### config.mk
export PLATFORM = sky130hd
export DESIGN_NAME = fetch_unit
export DESIGN_NICKNAME = d
export VERILOG_FILES = /design/src/rtl/fetch_pkg.sv /design/src/rtl/sync_fifo.sv /design/src/rtl/fetch_unit.sv
export SDC_FILE = /design/constraint.sdc
export NUM_CORES = 1
export LEC_CHECK = 0
export ABC_AREA = 1
export CORE_MARGIN = 5
export CORE_UTILIZATION = 34
export DETAILED_ROUTE_END_ITERATION = 8
export PLACE_DENSITY_LB_ADDON = 0.15
export REMOVE_ABC_BUFFERS = 1
export SYNTH_ARGS = -nofsm -noshare
export SYNTH_HDL_FRONTEND = slang
export SYNTH_SLANG_ARGS = --single-unit
### constraint.sdc
create_clock -name clk -period 7.31 [get_ports clk]
set_clock_uncertainty 0.1 [all_clocks]
set_input_delay 1.462 -clock clk [delete_from_list [all_inputs] [get_ports clk]]
set_output_delay 1.462 -clock clk [all_outputs]
set_load 0.005 [all_outputs]
### src/rtl/fetch_pkg.sv
`default_nettype none
// +----------------------------------------------------------------------+
// | fetch_pkg : shared widths, entry types and helpers for fetch_unit    |
// | Rev 1.0                                                              |
// +----------------------------------------------------------------------+
package fetch_pkg;

    localparam int XLEN   = 64;
    localparam int INST_W = 32;
    localparam logic [XLEN-1:0] PC_STEP = XLEN'(4);

    typedef struct packed {
        logic [XLEN-1:0]   pc;
        logic [INST_W-1:0] inst;
    } fetch_entry_t;

    typedef struct packed {
        logic [XLEN-1:0] pc;
        logic            kill;
    } inflight_t;

    function automatic logic [XLEN-1:0] word_align(input logic [XLEN-1:0] addr);
        return {addr[XLEN-1:2], 2'b00};
    endfunction

endpackage
`default_nettype wire

### src/rtl/sync_fifo.sv
`default_nettype none
// +----------------------------------------------------------------------+
// | sync_fifo : single-clock FIFO with occupancy count and flush         |
// | Rev 1.0                                                              |
// +----------------------------------------------------------------------+
module sync_fifo #(
    parameter type T     = logic [7:0],
    parameter int  DEPTH = 2
) (
    input  logic                   clk,
    input  logic                   rst,
    input  logic                   flush,
    input  logic                   push,
    input  T                       push_data,
    input  logic                   pop,
    output T                       head,
    output logic [$clog2(DEPTH):0] count
);

    localparam int PTR_W = $clog2(DEPTH);
    localparam int CNT_W = PTR_W + 1;
    localparam logic [CNT_W-1:0] FULL_CNT = CNT_W'(DEPTH);

    T                 mem_q [DEPTH];
    T                 mem_d [DEPTH];
    logic [PTR_W-1:0] rd_ptr_q, rd_ptr_d;
    logic [PTR_W-1:0] wr_ptr_q, wr_ptr_d;
    logic [CNT_W-1:0] count_q, count_d;
    logic             do_push, do_pop;

    always_comb begin
        do_pop   = pop && (count_q != '0);
        // a pop in the same cycle frees the slot a full-FIFO push needs
        do_push  = push && ((count_q != FULL_CNT) || do_pop);
        mem_d    = mem_q;
        rd_ptr_d = rd_ptr_q;
        wr_ptr_d = wr_ptr_q;
        count_d  = count_q;
        if (flush) begin
            rd_ptr_d = '0;
            wr_ptr_d = '0;
            count_d  = '0;
        end else begin
            if (do_push) begin
                mem_d[wr_ptr_q] = push_data;
                wr_ptr_d        = wr_ptr_q + 1'b1;
            end
            if (do_pop) begin
                rd_ptr_d = rd_ptr_q + 1'b1;
            end
            if (do_push && !do_pop) begin
                count_d = count_q + 1'b1;
            end else if (do_pop && !do_push) begin
                count_d = count_q - 1'b1;
            end
        end
    end

    always_ff @(posedge clk) begin
        if (rst) begin
            rd_ptr_q <= '0;
            wr_ptr_q <= '0;
            count_q  <= '0;
        end else begin
            rd_ptr_q <= rd_ptr_d;
            wr_ptr_q <= wr_ptr_d;
            count_q  <= count_d;
        end
    end

    always_ff @(posedge clk) begin
        mem_q <= mem_d;
    end

    assign head  = mem_q[rd_ptr_q];
    assign count = count_q;

endmodule
`default_nettype wire

### src/rtl/fetch_unit.sv
`default_nettype none
// +----------------------------------------------------------------------+
// | fetch_unit : PC owner, credit-limited imem requester, decode buffer  |
// | Rev 1.0                                                              |
// +----------------------------------------------------------------------+
module fetch_unit #(
    parameter int              XLEN     = fetch_pkg::XLEN,
    parameter logic [XLEN-1:0] RESET_PC = '0,
    parameter int              DEPTH    = 2
) (
    input  logic            clk,
    input  logic            rst,
    input  logic            redirect_valid,
    input  logic [XLEN-1:0] redirect_pc,
    output logic            imem_req_valid,
    input  logic            imem_req_ready,
    output logic [XLEN-1:0] imem_req_addr,
    input  logic            imem_resp_valid,
    input  logic [31:0]     imem_resp_data,
    output logic            if_valid,
    input  logic            if_ready,
    output logic [XLEN-1:0] if_pc,
    output logic [31:0]     if_inst
);

    import fetch_pkg::*;

    localparam int PTR_W = $clog2(DEPTH);
    localparam int CNT_W = PTR_W + 1;
    localparam logic [CNT_W:0] CREDIT_MAX = (CNT_W + 1)'(DEPTH);

    logic [XLEN-1:0]  pc_q, pc_d;
    inflight_t        infl_q [DEPTH];
    inflight_t        infl_d [DEPTH];
    logic [PTR_W-1:0] infl_rd_q, infl_rd_d;
    logic [PTR_W-1:0] infl_wr_q, infl_wr_d;
    logic [CNT_W-1:0] infl_cnt_q, infl_cnt_d;

    logic [CNT_W-1:0] buf_count;
    logic [CNT_W:0]   credits_used;
    fetch_entry_t     buf_head, buf_push_data;
    inflight_t        infl_head;
    logic             issue, resp_take, buf_push, buf_pop;

    // killed fetches still hold credit until their response drains them
    assign credits_used   = {1'b0, infl_cnt_q} + {1'b0, buf_count};
    assign imem_req_valid = !rst && !redirect_valid && (credits_used < CREDIT_MAX);
    assign imem_req_addr  = pc_q;
    assign issue          = imem_req_valid && imem_req_ready;

    assign infl_head      = infl_q[infl_rd_q];
    assign resp_take      = imem_resp_valid && (infl_cnt_q != '0);
    assign buf_push       = resp_take && !infl_head.kill && !redirect_valid && !rst;
    assign buf_push_data  = '{pc: infl_head.pc, inst: imem_resp_data};

    assign if_valid       = (buf_count != '0) && !redirect_valid;
    assign buf_pop        = if_valid && if_ready;
    assign if_pc          = buf_head.pc;
    assign if_inst        = buf_head.inst;

    always_comb begin
        pc_d       = pc_q;
        infl_d     = infl_q;
        infl_rd_d  = infl_rd_q;
        infl_wr_d  = infl_wr_q;
        infl_cnt_d = infl_cnt_q;
        if (redirect_valid) begin
            pc_d = word_align(redirect_pc);
            for (int i = 0; i < DEPTH; i++) begin
                infl_d[i].kill = 1'b1;
            end
        end else if (issue) begin
            pc_d              = pc_q + PC_STEP;
            infl_d[infl_wr_q] = '{pc: pc_q, kill: 1'b0};
            infl_wr_d         = infl_wr_q + 1'b1;
        end
        if (resp_take) begin
            infl_rd_d = infl_rd_q + 1'b1;
        end
        case ({issue, resp_take})
            2'b10:   infl_cnt_d = infl_cnt_q + 1'b1;
            2'b01:   infl_cnt_d = infl_cnt_q - 1'b1;
            default: infl_cnt_d = infl_cnt_q;
        endcase
    end

    always_ff @(posedge clk) begin
        if (rst) begin
            pc_q       <= RESET_PC;
            infl_rd_q  <= '0;
            infl_wr_q  <= '0;
            infl_cnt_q <= '0;
        end else begin
            pc_q       <= pc_d;
            infl_rd_q  <= infl_rd_d;
            infl_wr_q  <= infl_wr_d;
            infl_cnt_q <= infl_cnt_d;
        end
    end

    always_ff @(posedge clk) begin
        infl_q <= infl_d;
    end

    sync_fifo #(
        .T     (fetch_entry_t),
        .DEPTH (DEPTH)
    ) u_ibuf (
        .clk       (clk),
        .rst       (rst),
        .flush     (redirect_valid),
        .push      (buf_push),
        .push_data (buf_push_data),
        .pop       (buf_pop),
        .head      (buf_head),
        .count     (buf_count)
    );

    a_resp_has_inflight: assert property (@(posedge clk) disable iff (rst)
        imem_resp_valid |-> (infl_cnt_q != '0));

endmodule
`default_nettype wire

* After elaboration in Yosys (flattened, before gate mapping)
Index checks and enable logic that the tools add are counted.
** Word-level totals
- Output and inout bits :: 162
- Input bits :: 102
- Register bits after elaboration :: 394
- Logic and storage cells :: 87
** Operators by class
- Bitwise logic cells :: 5
- $add $sub $neg :: 10
- $lt $le $gt $ge :: 7
- Eq/ne operators :: 3
- Reduce and logical (&&, ||, !) cells :: 29
- Mux-type cells :: 17
** Operator list (number)
- $mux W96 :: 4
- $mux W65 :: 4
- $bwmux W192 :: 1
- $bwmux W130 :: 1
- $mux W64 :: 2
- $demux W96 S1 :: 1
- $demux W65 S1 :: 1
- $add A64 B3 Y64 const B :: 1
- $logic_and A1 B1 Y1 :: 15
- $reduce_bool A2 Y1 :: 5
- $ge A2 B2 Y1 const B :: 4
- $not A1 Y2 :: 4
- $logic_not A1 Y1 :: 5
- $add A1 B1 Y1 const B :: 4
- $add A2 B1 Y2 const B :: 2
- $lt A2 B1 Y1 const B :: 2
- $mux W2 :: 2
- $pmux W2 S2 :: 1
- $reduce_and A2 Y1 :: 2
- $sub A2 B1 Y2 const B :: 2
- $add A2 B2 Y3 :: 1
- $lt A3 B2 Y1 const B :: 1
- $eq A2 B1 Y1 const B :: 1
- $eq A2 B2 Y1 const B :: 1
- other kinds (4) :: 4

* Logic depth before layout (Yosys ltp)
- Depth in word-level cells :: 13
- Depth in mapped cells :: 13

* Hierarchy
From an unflattened synthesis, not the netlist that was laid out.
** Second synthesis, totals
- Cells, all modules :: 1726
- Area, all modules :: 16638.5 um2
** Modules (own cells, without submodules)
- fetch_unit :: area an instance 9427.8 um2, cells each 1190, times used 1, seq. area each 5084.9 um2
- sync_fifo :: area an instance 7210.7 um2, cells each 536, times used 1, seq. area each 5845.6 um2

* Worst setup path before layout
OpenSTA, ideal clock, no wires.
- Path type :: input port to flip-flop
- Start :: in redirect_valid
- End :: reg u_ibuf.mem_q[0] in the netlist's numbering (enable)
- Setup slack :: 0.628 ns
- Setup time :: 0.549 ns
- Buffers on the path :: 1
- Stages :: 6
- Arrival time :: 6.033 ns
- Cell sequence :: buf_2 -> a21oi_1 -> nand2_1 -> nand3_1 -> nand2_1 -> nor2_1
** On the way
- Word-level cells in the longest chain between the ends :: 7
** RTL lines
- from (decl) :: RTL line fetch_unit.sv:13 : input logic redirect_valid,
- $logic_not A1 Y1 :: RTL line fetch_unit.sv:56 : assign if_valid = (buf_count != '0) && !redirect_valid;
- $logic_and A1 B1 Y1 :: RTL line fetch_unit.sv:56
- via if_valid :: RTL line fetch_unit.sv:20 : output logic if_valid,
- $logic_and A1 B1 Y1 :: RTL line fetch_unit.sv:57 : assign buf_pop = if_valid && if_ready;
- $logic_and A1 B1 Y1 :: RTL line sync_fifo.sv:32 : do_pop = pop && (count_q != '0);
- $logic_or A1 B1 Y1 :: RTL line sync_fifo.sv:34 : do_push = push && ((count_q != FULL_CNT) || do_pop);
- $logic_and A1 B1 Y1 :: RTL line sync_fifo.sv:34
- $reduce_and A2 Y1 (no source line)
- to (signal assigned) :: RTL line sync_fifo.sv:72 : mem_q <= mem_d;
- to (decl) :: RTL line sync_fifo.sv:24 : T mem_q [DEPTH];
The timed path passes the listed nets, and every way through them passes these cells.
A chain may end at the register's enable or synchronous reset.

* Final worst setup path
- Start :: reg u_ibuf.rd_ptr_q
- End :: out if_pc[22]
** On the way
- Word-level cells in the longest chain between the ends :: 4
** RTL lines
- from (decl) :: RTL line sync_fifo.sv:26 : logic [PTR_W-1:0] rd_ptr_q, rd_ptr_d;
- from (signal assigned) :: RTL line sync_fifo.sv:65 : rd_ptr_q <= rd_ptr_d;
- $not A1 Y2 (not written as such) :: RTL line sync_fifo.sv:75 : assign head = mem_q[rd_ptr_q];
- $mux W96 (not written as such) (3 in series) :: RTL line sync_fifo.sv:75
- to (decl) :: RTL line fetch_unit.sv:22 : output logic [XLEN-1:0] if_pc,
No other way between the ends. The select of a mux whose other input is x is not followed.

==> impl_metrics.yaml <==
outcome:
  status: "finished clean"
placed_design:
  io_buffers: 257
  hpwl_um: 32180
  dp_cells: 2523
  place_congestion: 0.8961
grt:
  antenna_found_initial: 0
  grt_usage_pct: 17.82
  grt_pass1_vias: 11697
  gr-total-overflow: 0
  grt_max_degree: 81
  grt_pass1_wl_um: 72430
power_and_ir_drop:
  vdd_drop_max_mv: 0.1760
  powerDensity_nw_per_um2: 241.6
  leakagePower_uw: 0.007890
drt:
  ant_nets: 0
  wl_um: 48210
  route.vias.total: 12187
  avgViaCountPerCell: 4.682
  dr.pass1.iters: 5
  drt_iter0_drc: 834
  wire_per_inst_um: 18.52
  drc: 0
clocking:
  clk_latency_ps: 560
  htree_levels: 2
  cts-root-buf: "clkbuf_16"
  clockBufferDepth: 3
  cts_buffers: 43
  cts_resized: 0
  post_cts.repair.setup_buffers: 0
  cts_tree: "done"
  clkSlewWorstSetupHoldPaths_ps: 60
  cts.sinks: 384
  cts-hold-fix-buffers: 0
floorplanning:
  die_area_um2: 52920
  die_h_um: 230.0
  die_w_um: 230.0
  start_util_pct: 34.41
  num_io_pins: 264
  core_area_um2: 47850
  fp-row-count: 80
finish:
  final_common_cell: "nand2_1"
  fillCellCount: 4626
  final_cells: 2603
  final_nets: 2059
  syn_to_final_growth_pct: 28.56
  final_cell_mix: "754 x nand2_1, 312 x edfxtp_1, 255 x clkdlybuf4s50_1, 106 x inv_1, 103 x nor2_1"
  final_layout_size_suffix_gt1_share_pct: 6.945
sta:
  fin_tns_setup_ps: 0
  period_share_pct: 67.91
  hold_violations: 0
  period_minus_slack_ps: 4964
  finalSetupViolCount: 0
  slew_headroom_pct: 40.41
  grt_setup_unrepaired: "no"
  holdWs_ps: 386.2
  drv_slew: 0
  fmax_mhz: 201.4
  tightest_slew_ps: 893.8
synthesis:
  syn_inst: 1698
  synth_area_um2: 16460
  yosys.area_share.simple_pct: 24.14
  synth_top_family_by_area: "simple AND/OR/NAND/NOR gates"
  avgSynthCellArea_um2: 9.695
  synthDistinctLibCells: 38
  synth-compound-area-share_pct: 4.431
  yosys_warnings: 0
  synth_xor_xnor_area_share_pct: 1.064
  synth_adder_area_share_pct: 0.3496
  synth_mux_area_share_pct: 0
  synth_seq_area_share_pct: 65.67
  synth.ff_latch_count: 384
worst_setup_path:
  cp-end-kind: "primary output"
  r2r_setup_slack_ps: 4030
  start_kind: "register"
  crit_required_ps: 5750
  path_class: "reg2out"
  cp_max_fo: 56
  crit_arrival_ps: 3400
min_path:
  hp-class: "reg2reg"
run:
  maxCapViolCount: 0
-- report_power, final --
group          internal, µW  switching (µW)  total [µW]
Sequential             2430            62.0        2500
Combinational           149             206         356
Clock                  1390             876        2260
Total                  3970            1140        5110
-- Yosys cell counts (all sizes together) --
cell    count  area (µm²)
o21a        1       7.510
o21ai      63       319.0
dfxtp      72        1441
nand4       8       50.05
nand3b      1       7.510
clkinv      3       12.51
a22oi       1       7.510
buf        20       110.1
clkbuf     42       157.7
edfxtp    312        9369
nor2      128       605.6
and2        2       12.51
ha          3       37.54
o211ai      4       30.03
and3        1       6.260
fa          1       20.02
nor3        3       15.01
a21oi      46       234.0
xnor2       5       43.79
nand2     771        2977
a31oi      21       131.4
xor2       15       131.4
inv       115       431.7
nand3      59       300.3
conb        1       3.750
-- routing by layer --
layer / up-vias / GRT usage, % / part of all wire (%) / wire length, µm
li1: 6058 / - / - / -
met5: - / 0 / 0 / 0
met4: 0 / 4.129 / 2.0 / 963
met1: 5777 / 24.49 / 45 / 21910
met3: 70 / 3.195 / 4.5 / 2178
met2: 282 / 29.65 / 48 / 23160
-- worst max-delay path: stages (launching register included) --
cell and delay [ps]:
dfxtp_4 680, clkinv_2 700, buf_4 550, nand2_1 160, nand2_1 60, clkdlybuf4s50_1 550
-- path summary, 6_finish.rpt --
kind                           startpoint                           to  cells past startpoint
min reg2reg       infl_q[65]$_SDFFE_PP1P_      infl_q[65]$_SDFFE_PP1P_                      2
min               infl_q[65]$_SDFFE_PP1P_      infl_q[65]$_SDFFE_PP1P_                      2
max          u_ibuf.rd_ptr_q$_SDFFE_PP0N_                    if_pc[22]                      5
max reg2reg        infl_rd_q$_SDFFE_PP0P_  u_ibuf.mem_q[173]$_DFFE_PP_                      7
-- flip-flops by register name, summed over array words and instances (netlist names) --
register,count
infl_q,126
u_ibuf.wr_ptr_q,1
u_ibuf.mem_q,188
u_ibuf.rd_ptr_q,1
imem_req_addr,62
infl_rd_q,1
infl_wr_q,1
u_ibuf.count,2
infl_cnt_q,2
-- final cells by class --
cell class / instances / area [µm²] / area share (%)
Timing Repair Buffer: 269 / 2665 / 12.59
Multi-Input combinational cell: 1137 / 4981 / 23.54
Clock inverter: 15 / 206.4 / 0.9755
Tap cell: 615 / 769.5 / 3.636
Inverter: 118 / 445.4 / 2.105
Clock buffer: 64 / 1277 / 6.036
Sequential cell: 384 / 10820 / 51.11
Antenna cell: 1 / 2.502 / 0.01182
-- cell families (layout without fill, tap and decap cells) --
kind of cell	Yosys count	after routing
flip-flops	384	384
AND/OR/NAND/NOR	973	973
buffers and inverters	180	466
AO/OA/AOI/OAI	136	136
adder cells (fa/ha/maj)	4	4
other	1	5
XOR/XNOR	20	20
-- through the flow --
stage	util, %	power [µW]	area, µm²	worst slack (ps)
final	44.23	5113	21160	2346
after global routing	44.23	5312	21160	2144
after global placement	41.12	2895	19680	2869
after detailed placement	41.12	2905	19680	2848
after CTS	44.23	5180	21160	2229
after floorplan	-	2681	16210	299.9
Power figures use the tool's default switching activity.
==> patch (same settings) <==
`DEPTH` is set to 2 in 2 places; all go to 1.
--- a/src/rtl/sync_fifo.sv
+++ b/src/rtl/sync_fifo.sv
@@ -5,7 +5,7 @@
 // +----------------------------------------------------------------------+
 module sync_fifo #(
     parameter type T     = logic [7:0],
-    parameter int  DEPTH = 2
+    parameter int  DEPTH = 1
 ) (
     input  logic                   clk,
     input  logic                   rst,
--- a/src/rtl/fetch_unit.sv
+++ b/src/rtl/fetch_unit.sv
@@ -6,7 +6,7 @@
 module fetch_unit #(
     parameter int              XLEN     = fetch_pkg::XLEN,
     parameter logic [XLEN-1:0] RESET_PC = '0,
-    parameter int              DEPTH    = 2
+    parameter int              DEPTH    = 1
 ) (
     input  logic            clk,
     input  logic            rst,
Formal check against the unedited RTL: not equivalent (a bounded check fails within 4 cycles, from zero or initial values and one cycle with rst high).
==> patch against the unedited design <==
Synthesized area down 41%. Critical endpoint is now imem_req_valid. Sequential cell count decreased by 159. Highest routed layer is now met5. Via count is 36% lower. Final area fell by 36%. Routed wire length shrank 40%. Setup slack improved by 560 ps. Die area is 40% lower. Total power is 42% lower.
==> patch: results (changes against the unedited design) <==
post-CTS resize count 0 (unchanged); Ant. Diodes 0 (was 1); Detailed Routing Iterations Pass 1 4 (was 5); maximum vdd drop 0.000152 V (was 0.000176 V); PortBufs 257 (unchanged); most frequent cells after synthesis nand2_1, edfxtp_1, inv_1 (was nand2_1, edfxtp_1, nor2_1); Hold Crit Class reg2reg (unchanged); Synth warnings 0 (unchanged); max reg flops 94 (was 188); first-pass GRT wire length 43.0 mm (was 72.4 mm); largest register by flop count u_ibuf.mem_q (unchanged); routed length per placed instance 17.0 um (was 18.5 um); Avg Vias per Cell 4.63 (was 4.68); status finished clean (unchanged); initial antenna violation count 1 (was 0); Sw Ratio 0.229 (was 0.224); GPL Wtd Cong 0.862 (was 0.896); Crit-path slowest cell buf_4 (was clkinv_2); final HPWL from detailed placement 21.0 mm (was 32.2 mm); Buf+Inv Stages, Crit Path 4 (was 3); Post-synth EDFFs 156 (was 312); clk root buf clkbuf_16 (unchanged); 1st-iter DRT viols 445 (was 834); Worst-path clk slew 60 ps (about the same); layout cells sized above 1 0.0618 (was 0.0695); asr flop ratio synth 0 (unchanged); CTS buffer count 27 (was 43); largest net degree at the start of global routing 60 (was 81); CTS max path bufs 3 (unchanged); vias in the first global route 7354 (was 11700); DR vias 7813 (was 12200); sequential area share after synthesis 0.628 (was 0.657); Crit path largest cell delay 580 ps (was 700 ps); Post CTS Setup Buffer Count 0 (unchanged); H-tree depth 1 (was 2); syn_area_per_cell 9.43 um^2 (was 9.69 um^2); synth top area cells edfxtp_1, dfxtp_1, nand2_1 (was edfxtp_1, nand2_1, dfxtp_1); clock insertion delay at the later pin of the skew report 540 ps (was 560 ps); Crit Path Max Fanout 59 (was 56); max_slew headroom 0.338 (was 0.404); Nets 1395 (was 2059); Synth cell types 37 (was 38); placed cells 1639 (was 2523); Worst path top cell family by delay buffers and inverters (unchanged); all-layer global routing usage 0.173 (was 0.178); CP arrival 2840 ps (was 3400 ps); P_leak 4.67 nW (was 7.89 nW)
patch: per-layer routing:
layer	wire length [um]	track usage	up-vias
met1	13200	0.245	3641
met4	618	0.0393	2
met3	1840	0.0335	39
met2	13100	0.277	236
met5	13	0	-
li1	-	-	3895
patch: cell type report:
| cell class | count | area (um^2) |
|---|---|---|
| fillers | 2659 | 14400 |
| flip-flops and latches | 225 | 6070 |
| multi-input cells | 651 | 3020 |
| repair buffers | 262 | 2600 |
| clock buffers | 29 | 683 |
| well taps | 378 | 473 |
| inverters | 123 | 462 |
| clock inverters | 21 | 208 |
patch: cells by family (layout without fill, tap and decap cells):
family                     after synthesis  count (layout)  share of synthesized area
AOI/OAI and AO/OA                      136             136                     0.0757
xor gates and xnor gates                18              18                     0.0163
adders and majority gates                3               3                    0.00389
buffers and inverters                  151             435                     0.0613
DFF                                    225             225                      0.628
other                                    1               4                   0.000388
and+or+nand+nor                        490             490                      0.214
patch: metrics by stage:
step                power, mW  cell area [um^2]  hold slack [ps]   util  setup WS [ps]
global route             3.10             13500              318  0.484           2820
global placement         1.67             12600              300  0.452           2730
finish                   2.98             13500              309  0.484           2910
detailed placement       1.68             12600              305  0.452           2700
floorplan                1.52              9540              300      -           2300
CTS                      3.02             13500              315  0.484           2890
patch: worst paths after layout:
| path | from | end | slack, ps | cells after the start |
|---|---|---|---|---|
| setup reg to reg | infl_cnt_q | u_ibuf.mem_q[85] | 4640 | 4 |
| hold reg to reg | infl_q[37] | u_ibuf.mem_q[68] | 310 | 0 |
| setup / recovery | rst | imem_req_valid | 2910 | 6 |
| hold / removal | infl_q[37] | u_ibuf.mem_q[68] | 310 | 0 |
patch: power groups by stage:
stage / registers (mW) / clock network [mW] / logic (mW)
final: 1.45 / 1.33 / 0.202
after floorplan: 1.45 / 0 / 0.0713
after global routing: 1.45 / 1.43 / 0.224
after global placement: 1.47 / 0 / 0.200
after CTS: 1.45 / 1.37 / 0.205
after detailed placement: 1.47 / 0 / 0.204
